<file path="src/rtl/frame_deframer.sv">
`default_nettype none
// frame_deframer: parses LSB-first serial frames {LEN, LEN payload bytes, CRC-16} from the
// sync-header demodulator and pulses fsc_end to send it back to header hunting.  Rev 1.0
module frame_deframer #(
  parameter int          MAX_LEN  = 64,
  parameter logic [15:0] CRC_POLY = 16'h1021,
  parameter logic [15:0] CRC_INIT = 16'hFFFF
) (
  input  logic       clk,
  input  logic       rst,
  input  logic       data_in,
  input  logic       data_in_valid,
  output logic       fsc_end,
  output logic [7:0] byte_out,
  output logic       byte_valid,
  output logic       frame_start,
  output logic       frame_done,
  output logic       crc_ok,
  output logic       len_err
);

  typedef enum logic [2:0] {
    S_HUNT = 3'd0,
    S_LEN  = 3'd1,
    S_PAY  = 3'd2,
    S_CRC  = 3'd3,
    S_END  = 3'd4
  } state_t;

  localparam logic [8:0] MAX_LEN_W = 9'(MAX_LEN);

  state_t      state, state_nx;
  logic [7:0]  shift_q, shift_nx;
  logic [2:0]  bit_cnt, bit_cnt_nx;
  logic [7:0]  byte_cnt, byte_cnt_nx;
  logic [7:0]  len_q, len_nx;
  logic [3:0]  crc_cnt, crc_cnt_nx;
  logic [15:0] crc_q, crc_nx;
  logic [15:0] rx_crc, rx_crc_nx;
  logic [7:0]  byte_out_nx;
  logic        fsc_end_nx, byte_valid_nx, frame_start_nx, frame_done_nx, crc_ok_nx, len_err_nx;
  logic        accept;
  logic [7:0]  assembled;
  logic [7:0]  byte_inc;

  function automatic logic [15:0] crc_step(input logic [15:0] c, input logic b);
    crc_step = {c[14:0], 1'b0} ^ ((c[15] ^ b) ? CRC_POLY : 16'h0000);
  endfunction

  // The bit offered during the END cycle is dropped on purpose.
  assign accept    = data_in_valid && (state != S_END);
  assign assembled = {data_in, shift_q[7:1]};
  assign byte_inc  = byte_cnt + 8'd1;

  always_comb begin
    state_nx       = state;
    shift_nx       = shift_q;
    bit_cnt_nx     = bit_cnt;
    byte_cnt_nx    = byte_cnt;
    len_nx         = len_q;
    crc_cnt_nx     = crc_cnt;
    crc_nx         = crc_q;
    rx_crc_nx      = rx_crc;
    byte_out_nx    = byte_out;
    fsc_end_nx     = 1'b0;
    byte_valid_nx  = 1'b0;
    frame_start_nx = 1'b0;
    frame_done_nx  = 1'b0;
    crc_ok_nx      = 1'b0;
    len_err_nx     = 1'b0;
    case (state)
      S_HUNT: begin
        if (accept) begin
          shift_nx   = assembled;
          bit_cnt_nx = 3'd1;
          crc_nx     = crc_step(CRC_INIT, data_in);
          state_nx   = S_LEN;
        end
      end
      S_LEN: begin
        if (accept) begin
          shift_nx   = assembled;
          bit_cnt_nx = bit_cnt + 3'd1;
          crc_nx     = crc_step(crc_q, data_in);
          if (bit_cnt == 3'd7) begin
            if ((assembled != 8'd0) && ({1'b0, assembled} <= MAX_LEN_W)) begin
              len_nx         = assembled;
              byte_cnt_nx    = 8'd0;
              frame_start_nx = 1'b1;
              state_nx       = S_PAY;
            end else begin
              len_err_nx = 1'b1;
              fsc_end_nx = 1'b1;
              state_nx   = S_END;
            end
          end
        end
      end
      S_PAY: begin
        if (accept) begin
          shift_nx   = assembled;
          bit_cnt_nx = bit_cnt + 3'd1;
          crc_nx     = crc_step(crc_q, data_in);
          if (bit_cnt == 3'd7) begin
            byte_out_nx   = assembled;
            byte_valid_nx = 1'b1;
            byte_cnt_nx   = byte_inc;
            if (byte_inc == len_q) begin
              crc_cnt_nx = 4'd0;
              state_nx   = S_CRC;
            end
          end
        end
      end
      S_CRC: begin
        if (accept) begin
          rx_crc_nx  = {rx_crc[14:0], data_in};
          crc_cnt_nx = crc_cnt + 4'd1;
          if (crc_cnt == 4'd15) begin
            fsc_end_nx    = 1'b1;
            frame_done_nx = 1'b1;
            crc_ok_nx     = (rx_crc_nx == crc_q);
            state_nx      = S_END;
          end
        end
      end
      S_END:   state_nx = S_HUNT;
      default: state_nx = S_HUNT;
    endcase
  end

  always_ff @(posedge clk or negedge rst) begin
    if (!rst) begin
      state       <= S_HUNT;
      shift_q     <= 8'd0;
      bit_cnt     <= 3'd0;
      byte_cnt    <= 8'd0;
      len_q       <= 8'd0;
      crc_cnt     <= 4'd0;
      crc_q       <= CRC_INIT;
      rx_crc      <= 16'd0;
      byte_out    <= 8'd0;
      fsc_end     <= 1'b0;
      byte_valid  <= 1'b0;
      frame_start <= 1'b0;
      frame_done  <= 1'b0;
      crc_ok      <= 1'b0;
      len_err     <= 1'b0;
    end else begin
      state       <= state_nx;
      shift_q     <= shift_nx;
      bit_cnt     <= bit_cnt_nx;
      byte_cnt    <= byte_cnt_nx;
      len_q       <= len_nx;
      crc_cnt     <= crc_cnt_nx;
      crc_q       <= crc_nx;
      rx_crc      <= rx_crc_nx;
      byte_out    <= byte_out_nx;
      fsc_end     <= fsc_end_nx;
      byte_valid  <= byte_valid_nx;
      frame_start <= frame_start_nx;
      frame_done  <= frame_done_nx;
      crc_ok      <= crc_ok_nx;
      len_err     <= len_err_nx;
    end
  end

endmodule
`default_nettype wire

</file>
<file path="config.mk">
export PLATFORM = sky130hd
export DESIGN_NAME = frame_deframer
export DESIGN_NICKNAME = d
export VERILOG_FILES = /design/src/rtl/frame_deframer.sv
export SDC_FILE = /design/constraint.sdc
export NUM_CORES = 1
export LEC_CHECK = 0
export ABC_AREA = 0
export BUFFER_PORTS_ARGS = -buffer_cell sky130_fd_sc_hd__buf_2
export CORE_AREA = 2 2 107 83
export CTS_BUF_LIST = sky130_fd_sc_hd__clkbuf_4
export CTS_CLUSTER_DIAMETER = 120
export DETAILED_ROUTE_END_ITERATION = 10
export DIE_AREA = 0 0 109 85
export GPL_ROUTABILITY_DRIVEN = 0
export PLACE_DENSITY = 0.59
export RECOVER_POWER = 50
export SETUP_SLACK_MARGIN = 0.2
export SKIP_CTS_REPAIR_TIMING = 1
export SLEW_MARGIN = 40
export SYNTH_ARGS = -nofsm -noshare
export SYNTH_HDL_FRONTEND = slang
export SYNTH_SLANG_ARGS = --single-unit
</file>
<file path="constraint.sdc">
create_clock -name clk -period 2.1 [get_ports clk]
set_clock_uncertainty 0.1 [all_clocks]
set_input_delay 0.42 -clock clk [delete_from_list [all_inputs] [get_ports clk]]
set_output_delay 0.42 -clock clk [all_outputs]
set_load 0.02 [all_outputs]
</file>
==> key figures <==
Cells and area
  – Commonest non-fill, non-tap cell in the layout: nand2_1
  – Sequential cell area: 1979 sq um
  – Most frequent cells in the layout: nand2_1, dfrtp_1, o21ai_0, mux2_2, nor2_1
  – Layout area overhead: 19.49%
  – Fraction of layout cells with a size suffix above 1: 32.22%
  – Fill count: 727
  – Multi-input logic area: 1688 sq um
  – # diodes: 0
  – Final nets: 391

STA
  – Peak Freq: 0.5214 GHz
  – Final cycle utilization of the critical path: 91.33%
  – Count of final setup violators: 0
  – Final min period: 1.918 ns
  – Final worst slack: 0.1820 ns
  – RSZ-0062 raised after global routing: yes
  – Slew HR: 37.97%
  – Pins Over Slew Limit: 0
  – Tightest Pin Transition: 0.9305 ns
  – Hold Vio Cnt, Final: 0
  – Setup TNS: 0 ns

Logic synthesis
  – Mapped cell area: 3640 sq um
  – Number of synthesis warnings: 0
  – Number of synthesized flops with an enable pin: 0
  – Cell taking the most area after synthesis: dfrtp_1
  – Yosys reg bits: 78
  – Top_reg_cell synth: dfrtp_1
  – Netlist cell types: 42
  – Mapped Avg Cell Area: 10.46 sq um
  – Post-synth top area share: 42.63%
  – Synth Instances: 348
  – Net count after synthesis: 356
  – Post-synthesis sequential area ratio: 54.18%
  – Synth top area cells: dfrtp_1, dfstp_2, mux2_2
  – Async set-reset flop share out of synthesis: 100.0%

Floorplan
  – # rows: 29
  – Die X: 109 um
  – I/O Pins: 18
  – Die Span Y: 85 um
  – Die ar.: 9265 sq um
  – Starting Density: 44.19%
  – CORE AREA: 8237 sq um

Detailed routing
  – Detailed Routing Iterations Pass 1: 4
  – Post-DR wirelength/cell: 14.67 um
  – DRC: 0
  – Initial DRC count: 113
  – Vias per cell: 5.123
  – Antenna-violating nets left: 0
  – Final wirelength: 7275 um
  – Via count: 2541

Worst setup path
  – Critical Path Max Stage Delay: 0.47 ns
  – Reg2Reg Depth: 5
  – CP Cell Sequence: nor4_4 -> nand3_2 -> a211oi_4 -> buf_12 -> mux2_2
  – Worst reg2reg startpoint: shift_q[3]
  – CP Launch Type: flip-flop
  – WP data required: 2.31 ns
  – Reg-to-reg slack, setup: 0.18 ns
  – Crit path DAT: 2.13 ns
  – Setup crit end kind: flip-flop
  – R2r endpoint: len_q[1]
  – Critical path buffers and inverters: 1
  – CP top delay family: flip-flops
  – Crit-path slowest cell: dfrtp_2
  – Worst Setup EP: len_q[1]
  – Crit Path Class: flip-flop to flip-flop
  – Critical path origin: shift_q[3]
  – CP Max Fanout: 13
  – Critical path depth in cells: 5

Global routing
  – Vias in the first global route: 2425
  – Gr ovfl total: 0
  – Gr usage total: 17.19%
  – Initial antenna violation count: 0
  – Global-route wire length before repair: 12300 um
  – Largest net degree at the start of global routing: 36

Placed design
  – Post-DP HPWL: 4870 um
  – IO Port Bufs: 17
  – Place WS: 0.1038 ns

Power
  – Leakage: 1.953 nW
  – Peak VDD IR: 0.5873 mV
  – P per Cell Area: 1235 nW/um^2

Hold path
  – Hold crit path type: input port to flip-flop
  – Hold_sp: data_in

Clock tree
  – Clock slew at reported path FFs: 0.14 ns
  – CTS Buf Count: 9
  – Clk_lat worst skew: 0.43 ns
  – CTS max path bufs: 2
  – CTS tree: yes
  – CTS root buffer: clkbuf_4
  – Clock tree sinks: 78
  – H-tree depth: 3

Run status
  – Status: complete, no violations

Flow run
  – MaxCap Viol Count: 0
[area by class of cell]
type / count / area share (%)
inverter: 5 / 0.4891
clock inverter: 6 / 3.654
sequential: 78 / 45.51
tap: 108 / 3.107
clock buffer: 10 / 1.726
timing repair buffer: 42 / 6.703
multi-input combinational: 247 / 38.81
[sequential cells by signal (all words and copies together), names as in the netlist]
name         cells
crc_q           16
rx_crc          15
byte_cnt         8
byte_out         8
len_q            8
shift_q          7
crc_cnt          4
bit_cnt          3
state            3
byte_valid       1
crc_ok           1
frame_done       1
frame_start      1
fsc_end          1
len_err          1
[cell usage after synthesis (2+ instances only)]
cell	n
o21ai_0	29
o22ai_1	4
inv_1	5
dfrtp_1	62
a21oi_1	7
buf_2	6
dfstp_2	16
mux2i_1	3
a31oi_1	6
ha_1	4
nor2_1	26
xnor2_1	21
nand3_1	12
nand4_1	4
nand2_1	61
nand2b_1	3
mux2_2	28
nor4_1	3
clkbuf_1	10
xor2_1	11
nor3_1	2
nor2b_1	5
[metal layers]
metal  wire length (um)  GRT usage, %
met1               3872         26.34
met2               3081         23.72
met3                241         5.146
met4                 80         4.196
met5                  0             0
[per-stage QoR]
stage / hold WS, ns / utilization [%] / cells / cell area, sq um / total power [mW]
finish: 0.2335 / 52.80 / 496 / 4349 / 5.373
global route: 0.2142 / 52.80 / 496 / 4349 / 5.750
floorplan: 0.02441 / - / 348 / 3662 / 3.463
global placement: 0.3158 / 47.65 / 468 / 3925 / 3.834
CTS: -0.1531 / 50.49 / 484 / 4159 / 5.275
detailed placement: 0.3184 / 47.65 / 468 / 3925 / 3.884
[worst min path at each step]
stage	end	slack [ns]	depth (start not counted)
final	byte_out[7]	0.23	3
after global placement	byte_cnt[7]	0.32	1
after floorplan	bit_cnt[0]	0.02	0
after CTS	byte_cnt[7]	-0.15	1
after global routing	byte_out[7]	0.21	3
after detailed placement	byte_cnt[7]	0.32	1
[tightest hold or removal path: cells and delay by family]
kind,cells,cell delay (ns)
buffers and inverters,1,0.19
AND/OR/NAND/NOR,2,0.14
[cells by family (layout without fill, tap and decap cells)]
| kind of cell | Yosys count | in the layout | synth area share, % |
|---|---|---|---|
| AO/OA/AOI/OAI | 54 | 54 | 8.766 |
| XOR/XNOR | 32 | 32 | 7.700 |
| adder cells (fa/ha/maj) | 4 | 4 | 1.375 |
| buffers and inverters | 23 | 63 | 2.785 |
| flip-flops | 78 | 78 | 54.18 |
| multiplexers | 31 | 31 | 9.488 |
| AND/OR/NAND/NOR | 126 | 126 | 15.71 |
[report_power, final]
group / internal [mW] / switching (mW) / leakage (nW)
Sequential: 2.01 / 0.451 / 0.984
Combinational: 0.744 / 0.779 / 0.848
Clock: 0.858 / 0.531 / 0.121
Total: 3.61 / 1.76 / 1.95
No activity file was read; power rests on OpenSTA's default activity.
